**src/rtl/spi_pkg.sv**
```systemverilog
// rtl/spi_pkg.sv - shared FSM encoding and timing defaults for the SPI DMA controller
package spi_pkg;

   localparam int XFER_WAIT_DEF = 17;

   typedef enum logic [2:0] {
      ST_IDLE  = 3'd0,
      ST_FETCH = 3'd1,
      ST_SEND  = 3'd2,
      ST_WAIT  = 3'd3,
      ST_STORE = 3'd4,
      ST_FIN   = 3'd5
   } state_t;

   function automatic logic [7:0] word_byte(input logic [15:0] w, input logic hi);
      return hi ? w[15:8] : w[7:0];
   endfunction

endpackage

```
**src/rtl/spi_dma_wait.sv**
```systemverilog
// rtl/spi_dma_wait.sv - loadable down-counter; tc marks the last enabled clock
module spi_dma_wait #(
   parameter int W = 5
) (
   input  logic         clk,
   input  logic         rst_n,
   input  logic         load,
   input  logic [W-1:0] load_val,
   input  logic         en,
   output logic         tc
);

   logic [W-1:0] cnt;

   always_ff @(posedge clk or negedge rst_n) begin
      if (!rst_n)
         cnt <= '0;
      else if (load)
         cnt <= load_val;
      else if (en && cnt != '0)
         cnt <= cnt - 1'b1;
   end

   assign tc = en && (cnt == '0);

endmodule

```
**src/rtl/spi_dma_ctrl.sv**
```systemverilog
// rtl/spi_dma_ctrl.sv - byte-wise DMA between a 16-bit word memory and an SPI engine
module spi_dma_ctrl
   import spi_pkg::*;
#(
   parameter int XFER_WAIT = XFER_WAIT_DEF,
   parameter int AW        = 21
) (
   input  logic          clk,
   input  logic          rst_n,
   input  logic          go,
   input  logic          abort,
   input  logic          dir,
   input  logic [9:0]    len,
   input  logic [AW-1:0] addr,
   output logic          mem_req,
   output logic          mem_we,
   output logic [AW-1:0] mem_addr,
   output logic [15:0]   mem_wdata,
   input  logic [15:0]   mem_rdata,
   input  logic          mem_ack,
   output logic          dma_req,
   output logic [7:0]    dma_din,
   input  logic          spi_start,
   input  logic [7:0]    spi_dout,
   output logic          busy,
   output logic          done
);

   localparam int WW = $clog2(XFER_WAIT + 1);

   state_t      state, state_nx;
   logic        dir_r;
   logic [9:0]  len_r;
   logic [10:0] byte_cnt;
   logic [15:0] word_r;
   logic        wait_load, wait_tc, odd_byte, last_byte, all_done;

   assign odd_byte  = byte_cnt[0];
   assign last_byte = (byte_cnt[9:0] == len_r);
   assign all_done  = (byte_cnt == ({1'b0, len_r} + 11'd1));
   assign wait_load = (state == ST_SEND) && spi_start && !abort;

   // Loaded with XFER_WAIT-1 on the accepting clock so WAIT lasts exactly XFER_WAIT clocks.
   spi_dma_wait #(.W(WW)) u_wait (
      .clk      (clk),
      .rst_n    (rst_n),
      .load     (wait_load),
      .load_val (WW'(XFER_WAIT - 1)),
      .en       (state == ST_WAIT),
      .tc       (wait_tc)
   );

   always_ff @(posedge clk or negedge rst_n) begin
      if (!rst_n)
         state <= ST_IDLE;
      else
         state <= state_nx;
   end

   always_comb begin
      state_nx = state;
      mem_req  = 1'b0;
      mem_we   = 1'b0;
      dma_req  = 1'b0;
      dma_din  = 8'h00;
      case (state)
         ST_IDLE:
            if (go) state_nx = dir ? ST_FETCH : ST_SEND;
         ST_FETCH: begin
            mem_req = 1'b1;
            if (mem_ack) state_nx = ST_SEND;
         end
         ST_SEND: begin
            dma_req = 1'b1;
            dma_din = dir_r ? word_byte(word_r, odd_byte) : 8'hFF;
            if (spi_start) state_nx = ST_WAIT;
         end
         ST_WAIT:
            if (wait_tc) begin
               if (dir_r)
                  state_nx = last_byte ? ST_FIN : (odd_byte ? ST_FETCH : ST_SEND);
               else
                  state_nx = (odd_byte || last_byte) ? ST_STORE : ST_SEND;
            end
         ST_STORE: begin
            mem_req = 1'b1;
            mem_we  = 1'b1;
            if (mem_ack) state_nx = all_done ? ST_FIN : ST_SEND;
         end
         ST_FIN:
            state_nx = ST_IDLE;
         default:
            state_nx = ST_IDLE;
      endcase
      if (abort) state_nx = ST_IDLE;
   end

   assign busy      = (state != ST_IDLE);
   assign done      = (state == ST_FIN);
   assign mem_wdata = word_r;

   // An even-index rx byte pre-fills the high half with FF; an odd byte, if any, overwrites it.
   always_ff @(posedge clk or negedge rst_n) begin
      if (!rst_n) begin
         dir_r    <= 1'b0;
         len_r    <= '0;
         mem_addr <= '0;
         byte_cnt <= '0;
         word_r   <= '0;
      end else if (!abort) begin
         if (state == ST_IDLE && go) begin
            dir_r    <= dir;
            len_r    <= len;
            mem_addr <= addr;
            byte_cnt <= '0;
         end
         if (mem_req && mem_ack) begin
            mem_addr <= mem_addr + 1'b1;
            if (!mem_we) word_r <= mem_rdata;
         end
         if (state == ST_WAIT && wait_tc) begin
            byte_cnt <= byte_cnt + 11'd1;
            if (odd_byte)
               word_r[15:8] <= spi_dout;
            else
               word_r <= {(dir_r ? word_r[15:8] : 8'hFF), spi_dout};
         end
      end
   end

endmodule

```
**config.mk**
```make
export PLATFORM = sky130hd
export DESIGN_NAME = spi_dma_ctrl
export DESIGN_NICKNAME = d
export VERILOG_FILES = /design/src/rtl/spi_pkg.sv /design/src/rtl/spi_dma_wait.sv /design/src/rtl/spi_dma_ctrl.sv
export SDC_FILE = /design/constraint.sdc
export NUM_CORES = 1
export LEC_CHECK = 0
export ABC_AREA = 1
export CORE_UTILIZATION = 50
export CTS_CLUSTER_SIZE = 8
export DETAILED_ROUTE_END_ITERATION = 10
export GPL_TIMING_DRIVEN = 0
export PLACE_DENSITY = 0.81
export SLEW_MARGIN = 10
export SYNTH_ARGS = -nofsm -noshare
export SYNTH_HDL_FRONTEND = slang
export SYNTH_HIERARCHICAL = 1
export SYNTH_SLANG_ARGS = --single-unit
export TNS_END_PERCENT = 30
```
**constraint.sdc**
```tcl
create_clock -name clk -period 2.8 [get_ports clk]
set_clock_uncertainty 0.1 [all_clocks]
set_input_delay 0.56 -clock clk [delete_from_list [all_inputs] [get_ports clk]]
set_output_delay 0.56 -clock clk [all_outputs]
set_load 0.02 [all_outputs]
```
==> results.txt, run 1 <==
* Arrival @ worst endpoint: 2030 ps
* Type of the most critical hold path: reg -> reg
- Required @ worst endpoint: 2140 ps
- Vias in the first global route: 4489
- Layout cell share with drive strength beyond 1: 0.0687
- Total die area: 9110 µm²
* Type of element capturing the critical path: output port
* Relative slew margins: 0.628
- During placement, the flow inserted port buffers numbering 111.
- Width of the chip: 95.4 µm
- Worst-case clock buffer depth: 2
- Final-report setup violation count: 0
- Clock tree from TritonCTS: done
- After detailed routing, the number of remaining DRC violations is 0.
- Synth-to-Final Area Change: 33.8%
- WL/cell: 14.6 µm
* Max-cap violations: 0
- Count of standard-cell rows: 33
* Number of placed instances, taps included: 861
- Hold path startpoint: mem_wdata[8]$_DFFE_PN0P_
- Routability congestion estimate: 0.985
- Top area cells in the synthesized netlist: sky130_fd_sc_hd__dfrtp_1, sky130_fd_sc_hd__nand2_1, sky130_fd_sc_hd__a21oi_1, sky130_fd_sc_hd__inv_1, sky130_fd_sc_hd__o21ai_0
- Initial antenna violation count: 0
* Reg clk slew, reported paths: 80 ps
- Grt total ovfl: 0
- Tmin final: 2690 ps
- STA classifies the critical path startpoint as a flip-flop.
* Half-perimeter wire length after detailed placement: 9560 µm
- Avg Inst Size Synth: 6.81 µm²
- In the routed layout, each cell is associated on average with a via count of 5.46.
- Antenna cell count: 0
- The region available for standard cell placement spans 8340 µm².
* DR iter-0 viols: 315
- At the later pin of the worst-skew pair, clock insertion delay measures 350 ps.
- Across the VDD grid, the largest voltage drop is 0.000540 V.
* Final Hold Fails: 0
- The floorplan step set the die height to 95.4 µm.
* First-pass GRT wire length: 20800 µm
- Based on the critical path, the design can be clocked at up to 371 MHz.
- In this run the critical register-to-register path is captured at byte_cnt[7]$_DFFE_PN0P_.
- Final design area excluding fillers: 5840 µm²
* Fraction of synthesized cell area taken by the top area cell type: 0.384
* Number of unique standard cell types used by synthesis: 34
* Worst R2R Setup Slack: 330 ps
* Final setup margin: 106 ps
- Fin cells: 876
- The mapped netlist covers 4370 µm².
* Number of sinks handled by clock tree synthesis: 67
- Via count: 4783
- The number of setup buffers added after CTS is 0.
* Post-synthesis register bit count: 67
- The initial utilization of the core area, before any placement, comes to 0.523.
- The flow ran to the end, and the final reports show no timing, DRC or antenna violations.
- The first detailed-routing pass ran for 7 iterations.
- In this run the remaining antenna-violating nets after routing total 0.
* Cell count after synthesis: 641
- The largest total area in the synthesized netlist belongs to sky130_fd_sc_hd__dfrtp_1.
* Total Routing Usage GR: 0.294
- By startpoint and endpoint, the worst setup path is classified as reg -> out.
- Worst slack after detailed placement: -24.0 ps
- Leakage Power: 2.79 nW
- Clk Tree Root Cell: sky130_fd_sc_hd__clkbuf_8
- Measured in cells, the most critical reg-to-reg path has a length of 16.
* End of the worst hold path: mem_wdata[8]$_DFFE_PN0P_
* Final cycle utilization of the critical path: 0.962
* Sequential fraction of the synthesis area: 0.384
- The startpoint identified for the worst register-to-register timing path is state[2]$_DFFE_PN0P_.
* Final net count: 832
- # IOs: 112
* Instance count along the most critical hold path: 2
* Warning count from the yosys run: 6
- The number of max-slew violations in the final report came to 0.
* H-Tree Depth: 3
- Total routed wirelength: 12800 µm
- Power density over the cells: 920 nW/µm²
- Instance area after placement: 5640 µm²
- TritonCTS Buffers: 9
- Of all nets on the critical path, the largest fanout is 14.
- Entering global routing, the biggest net connects 54 pins.
- For the pin with the worst max-slew slack, the measured transition is 558 ps.
## cell usage after synthesis
master / number
sky130_fd_sc_hd__o211a_1: 1
sky130_fd_sc_hd__nand3_1: 42
sky130_fd_sc_hd__a21o_1: 1
sky130_fd_sc_hd__nand2_4: 3
sky130_fd_sc_hd__buf_2: 8
sky130_fd_sc_hd__or2_2: 1
sky130_fd_sc_hd__nand4_1: 7
sky130_fd_sc_hd__a21oi_1: 57
sky130_fd_sc_hd__a31oi_1: 4
sky130_fd_sc_hd__inv_2: 8
sky130_fd_sc_hd__o21ai_4: 1
sky130_fd_sc_hd__nor3_1: 12
sky130_fd_sc_hd__nor2_1: 53
sky130_fd_sc_hd__inv_1: 75
sky130_fd_sc_hd__xor2_1: 9
sky130_fd_sc_hd__o21ai_1: 17
sky130_fd_sc_hd__clkbuf_1: 10
sky130_fd_sc_hd__nor2_4: 1
sky130_fd_sc_hd__nand3b_1: 1
sky130_fd_sc_hd__dfrtp_1: 67
sky130_fd_sc_hd__o221ai_2: 1
sky130_fd_sc_hd__nand2_1: 169
sky130_fd_sc_hd__o22ai_1: 14
sky130_fd_sc_hd__a22oi_1: 2
sky130_fd_sc_hd__nand3_2: 1
sky130_fd_sc_hd__nand3b_2: 1
sky130_fd_sc_hd__xnor2_1: 5
sky130_fd_sc_hd__ha_1: 4
sky130_fd_sc_hd__nor4_1: 3
sky130_fd_sc_hd__nor2_2: 2
sky130_fd_sc_hd__buf_4: 3
sky130_fd_sc_hd__o21ai_0: 53
sky130_fd_sc_hd__o21ai_2: 3
sky130_fd_sc_hd__conb_1: 2
## flip-flops by register name (all words and copies together) (netlist names)
signal and flops:
mem_wdata 16, u_wait/cnt 5, mem_addr 21, state 3, len_r 10, byte_cnt 11
dir_r 1
## worst max-delay path, stage by stage, from the launching register on
cell and delay [ps]:
sky130_fd_sc_hd__dfrtp_1 410, sky130_fd_sc_hd__inv_1 340, sky130_fd_sc_hd__nand2_1 140, sky130_fd_sc_hd__a21oi_1 180
sky130_fd_sc_hd__clkdlybuf4s50_1 620
## worst max path at each step
stage                                  from  depth (start not counted)                        end
detailed placement                    abort                         10  u_wait/cnt[2]$_DFFE_PN0P_
CTS                 byte_cnt[0]$_DFFE_PN0P_                          4                 dma_din[3]
global placement                      rst_n                          1   mem_addr[18]$_DFFE_PN0P_
floorplan              state[2]$_DFFE_PN0P_                         16    byte_cnt[7]$_DFFE_PN0P_
finish              byte_cnt[0]$_DFFE_PN0P_                          4                 dma_din[2]
global route        byte_cnt[0]$_DFFE_PN0P_                          4                 dma_din[2]
## what timing repair did
action	in CTS	in global routing
setup endpoints to repair	8	8
hold buffers	1	0
resized for setup	1	8
hold endpoints to repair	14	0
## area by class of cell
class	instances	area, µm²
flip-flops and latches	67	1680
well taps	105	131
plain buffers	19	95.1
repair buffers	113	1160
inverters	83	312
fillers	715	2500
multi-input cells	473	2290
clock buffers	10	138
clock inverters	6	41.3
## cells by family (layout without fill, tap and decap cells)
kind of cell / Yosys count / after routing / synth area share
xor gates and xnor gates: 14 / 14 / 0.0281
other: 2 / 5 / 0.00172
AOI/OAI and AO/OA: 154 / 154 / 0.192
DFF: 67 / 67 / 0.384
and+or+nand+nor: 296 / 296 / 0.288
adders and majority gates: 4 / 4 / 0.0115
buffers and inverters: 104 / 231 / 0.0943
## through the flow
stage | hold WS [ps] | power (W) | setup TNS (ps) | util
2_1_floorplan | 164 | 0.00343 | 0 | -
5_1_grt | 462 | 0.00578 | -5.84 | 0.700
4_1_cts | 429 | 0.00537 | 0 | 0.699
6_report | 429 | 0.00537 | 0 | 0.700
3_5_place_dp | 340 | 0.00461 | -34.0 | 0.677
3_3_place_gp | 399 | 0.00454 | -82890 | 0.674
## report_power, final
group / switching, W / internal [W]
Clock: 0.000406 / 0.000344
Sequential: 0.000423 / 0.00133
Combinational: 0.00167 / 0.00120
Total: 0.00250 / 0.00287
## routing by layer
metal	vias up	global-route usage	share of wire
met5	-	0	0
met4	0	0.111	0.019
met3	23	0.0622	0.078
met2	228	0.473	0.47
met1	2185	0.386	0.43
li1	2347	-	-
## cells in the final DEF (no fill, tap or decap), types with 2 or more instances in the layout
cell	netlist	layout
sky130_fd_sc_hd__a22oi_1	2	2
sky130_fd_sc_hd__conb_1	2	5
sky130_fd_sc_hd__nor2_2	2	2
sky130_fd_sc_hd__clkinv_2	0	2
sky130_fd_sc_hd__nor3_1	12	12
sky130_fd_sc_hd__nand2_4	3	3
sky130_fd_sc_hd__a21oi_1	57	57
sky130_fd_sc_hd__o21ai_2	3	3
sky130_fd_sc_hd__o22ai_1	14	14
sky130_fd_sc_hd__clkdlybuf4s50_1	0	105
sky130_fd_sc_hd__clkbuf_8	0	10
sky130_fd_sc_hd__ha_1	4	4
sky130_fd_sc_hd__inv_2	8	8
sky130_fd_sc_hd__o21ai_1	17	17
sky130_fd_sc_hd__xor2_1	9	9
sky130_fd_sc_hd__xnor2_1	5	5
sky130_fd_sc_hd__buf_2	8	9
sky130_fd_sc_hd__clkinvlp_4	0	3
sky130_fd_sc_hd__o21ai_0	53	53
sky130_fd_sc_hd__buf_4	3	4
sky130_fd_sc_hd__nor2_1	53	53
sky130_fd_sc_hd__nor4_1	3	3
sky130_fd_sc_hd__dlymetal6s2s_1	0	5
sky130_fd_sc_hd__nand3_1	42	42
sky130_fd_sc_hd__clkbuf_1	10	6
sky130_fd_sc_hd__nand4_1	7	7
sky130_fd_sc_hd__dfrtp_1	67	67
sky130_fd_sc_hd__a31oi_1	4	4
sky130_fd_sc_hd__nand2_1	169	169
sky130_fd_sc_hd__inv_1	75	75
Note: power is estimated with default switching activity, not from simulation.
==> run 2, diff against run 1 <==
- CORE_UTILIZATION: 50 -> 45
- PLACE_DENSITY: 0.81 -> 0.74
==> run 2 against run 1 <==
  * Clock power up 10%
  * Sequential cell count is the same
  * Global-route usage down 2.5 points
  * First-iteration DRC count is 0.32% lower
  * Combinational power about the same
  * Count of clock-buffer cells in the layout up 1
  * Hold slack got worse by 410 ps
  * Critical path depth up 1
  * Power grew 1.6%
==> results.txt, run 2 (synthesis gave the netlist of run 1 again) <==
- The tree is rooted in a sky130_fd_sc_hd__clkbuf_8.
* Worst R2R Setup Slack: 230 ps (-100 ps)
- TritonCTS built the clock tree.
* Total die area: 10100 µm² (+11%)
- The global-route track usage on met2 is 0.424 (-0.0491).
- The worst hold slack across all endpoints came to 18.1 ps (-411 ps).
* Setup repair after global routing missed its margin: yes
- The highest clock frequency the design can meet was 371 MHz (about the same).
* Maximum number of pins on one net before global-route repair: 43 (-20%)
- The slew of the pin with the lowest slew margin was 502 ps (-55.4 ps).
- The DRC violations left came to 0 (unchanged).
- Clock network fraction of total power: 0.152 (+0.012)
- The power dissipated by switching net loads came to 0.00249 W (-0.26%).
- Type of the most critical hold path: in -> async
- The total setup buffers inserted after CTS is 0 (unchanged).
- Broken down by cell family, the worst path's largest delay share belongs to buffers and inverters.
* Maximum cell stage delay along the critical path: 620 ps (about the same)
* Number of iterations in the first detailed-routing pass: 4 (-3)
- Global-route met3 utilization: 0.0485 (-0.0137)
- First-pass GRT wire length: 21400 µm (+2.9%)
- Half-perimeter wire length after detailed placement: 9650 µm (+1.0%)
* Largest register by flop count: mem_addr
- The ratio of final minimum period to clock period is 0.962 (about the same).
* Top fanout value on the critical path: 10 (-4)
* Largest vdd supply drop: 0.000518 V (-4.2%)
- Antenna cell count: 0 (unchanged)
* Power share of the sequential group: 0.319 (-0.006)
- Instance area after placement: 5670 µm² (+0.53%)
- The DRC violation total after the first TritonRoute iteration came to 314 (-0.32%).
- The height of the die came to 100 µm (+5.3%).
- Final net count: 832 (unchanged)
- The count of hold buffers inserted by post-cts repair came to 0 (-1).
- The quantity of gates resized following cts is 1 (unchanged).
* Nature of the critical path startpoint: flip-flop
- The data arrival time of the critical path was 2030 ps (about the same).
* Via count: 4775 (-0.17%)
- Width of the chip: 100 µm (+5.3%)
- Path type of the worst setup path: reg -> out
* H-Tree Depth: 3 (unchanged)
- The worst-case setup margin in the final layout came to 105 ps (-0.507 ps).
* Layout cell share with drive strength beyond 1: 0.0687 (unchanged)
* FF-to-FF Start: state[2]$_DFFE_PN0P_
* Worst slack after detailed placement: -14.5 ps (+9.59 ps)
* Synth-to-Final Area Change: 34.8%
* Post-route ant nets: 0 (unchanged)
- The number of sinks handled by clock tree synthesis is 67 (unchanged).
- FF-to-FF End: mem_wdata[11]$_DFFE_PN0P_
- TritonCTS Buffers: 9 (unchanged)
- Most frequent cells in the layout: sky130_fd_sc_hd__nand2_1, sky130_fd_sc_hd__clkdlybuf4s50_1, sky130_fd_sc_hd__inv_1
- Max-cap violations: 0 (unchanged)
- Walking the worst path, the cells encountered are inv_2 -> nand3_1 -> buf_2 -> a21oi_1 -> clkdlybuf4s50_1.
- The final cell area excluding filler cells is 5880 µm² (+0.75%).
* Flip-flop count of the largest register, all copies and words added: 21 (unchanged)
* Internal power: 0.00296 W (+3.2%)
- Most congested layer reported by global routing: met2
* Routability congestion estimate: 0.928 (-5.7%)
- The areal power density over the cells is 927 nW/µm² (+0.81%).
- The number of buffers added on ports was 111 (unchanged).
- The initial standard-cell utilization of the core came to 0.468 (-0.0554).
* WL/cell: 14.4 µm (-1.3%)
- Outcome: finished, final reports clean
- Total Routing Usage GR: 0.268 (-0.0255)
* Initial antenna violation count: 0 (unchanged)
* Vias in the first global route: 4553 (+1.4%)
- Number of max-slew violations in the final report: 0 (unchanged)
- The count of final setup violators was 0 (unchanged).
* # IOs: 112 (unchanged)
* Std-Cell Core Area: 9330 µm² (+12%)
- Required @ worst endpoint: 2140 ps (about the same)
- The overall power consumption came to 0.00546 W (+1.6%).
* Final Hold Fails: 0 (unchanged)
- The met1 usage in global routing came to 0.365 (-0.0216).
* Part of the power in combinational logic: 0.530 (-0.005)
- Most common cell after layout, fill and taps aside: sky130_fd_sc_hd__nand2_1
- Grt total ovfl: 0 (unchanged)
- Via density per instance: 5.31 (-2.8%)
* Leakage Power: 2.82 nW (+0.97%)
- Count of standard-cell rows: 35 (+6.1%)
- The total wire length after detailed routing was 12900 µm (+1.4%).
- Type of element capturing the critical path: output port
- Crit-path slowest cell: sky130_fd_sc_hd__clkdlybuf4s50_1
- The normalized max-slew margin came to 0.662 (+0.0338).
- The sum of buffers and inverters on the critical path came to 3 (+1).
* R2r worst-path depth: 12 (-4)
- Tmin final: 2690 ps (+0.507 ps)
- Worst-case clock buffer depth: 2 (unchanged)
- The clock-pin slew on the worst setup and hold paths came to 70 ps (about the same).
- Skew-Pair Late Insertion Delay: 350 ps (about the same)
- Switching Fraction: 0.457 (-0.00840)
run 2: area by class of cell:
type | count | area (µm²)
plain buffers | 20 | 98.8
clock inverters | 5 | 52.6
repair buffers | 112 | 1150
inverters | 83 | 312
multi-input cells | 473 | 2290
flip-flops and latches | 67 | 1680
clock buffers | 11 | 141
well taps | 129 | 161
fillers | 865 | 3440
run 2: per-stage QoR:
stage,cells,util,TNS (ps)
2_1_floorplan,644,-,0
3_3_place_gp,884,0.606,-89370
3_5_place_dp,885,0.608,-28.6
4_1_cts,900,0.629,0
5_1_grt,900,0.631,-69.7
6_report,900,0.631,0
run 2: worst max-delay path by stage:
| stage | end | cells after the start | start | slack [ps] |
|---|---|---|---|---|
| after floorplan | byte_cnt[7]$_DFFE_PN0P_ | 16 | state[2]$_DFFE_PN0P_ | 720 |
| after global placement | mem_addr[20]$_DFFE_PN0P_ | 1 | rst_n | -1340 |
| after detailed placement | u_wait/cnt[2]$_DFFE_PN0P_ | 10 | abort | -10 |
| after CTS | dma_din[7] | 5 | dir_r$_DFFE_PN0P_ | 5 |
| after global routing | dma_din[1] | 4 | byte_cnt[0]$_DFFE_PN0P_ | -40 |
| final | dma_din[1] | 5 | state[2]$_DFFE_PN0P_ | 110 |
run 2: routing by layer:
layer / wire length, µm / share of wire
met2: 5950 / 0.46
met1: 6060 / 0.47
met4: 280 / 0.022
met3: 644 / 0.050
met5: 0 / 0
run 2: power groups by stage:
stage / clock, W / combinational [W] / sequential, W
after floorplan: 0 / 0.00150 / 0.00193
after global placement: 0 / 0.00281 / 0.00173
after detailed placement: 0 / 0.00287 / 0.00174
after CTS: 0.000832 / 0.00289 / 0.00173
after global routing: 0.000888 / 0.00319 / 0.00179
final: 0.000827 / 0.00289 / 0.00174
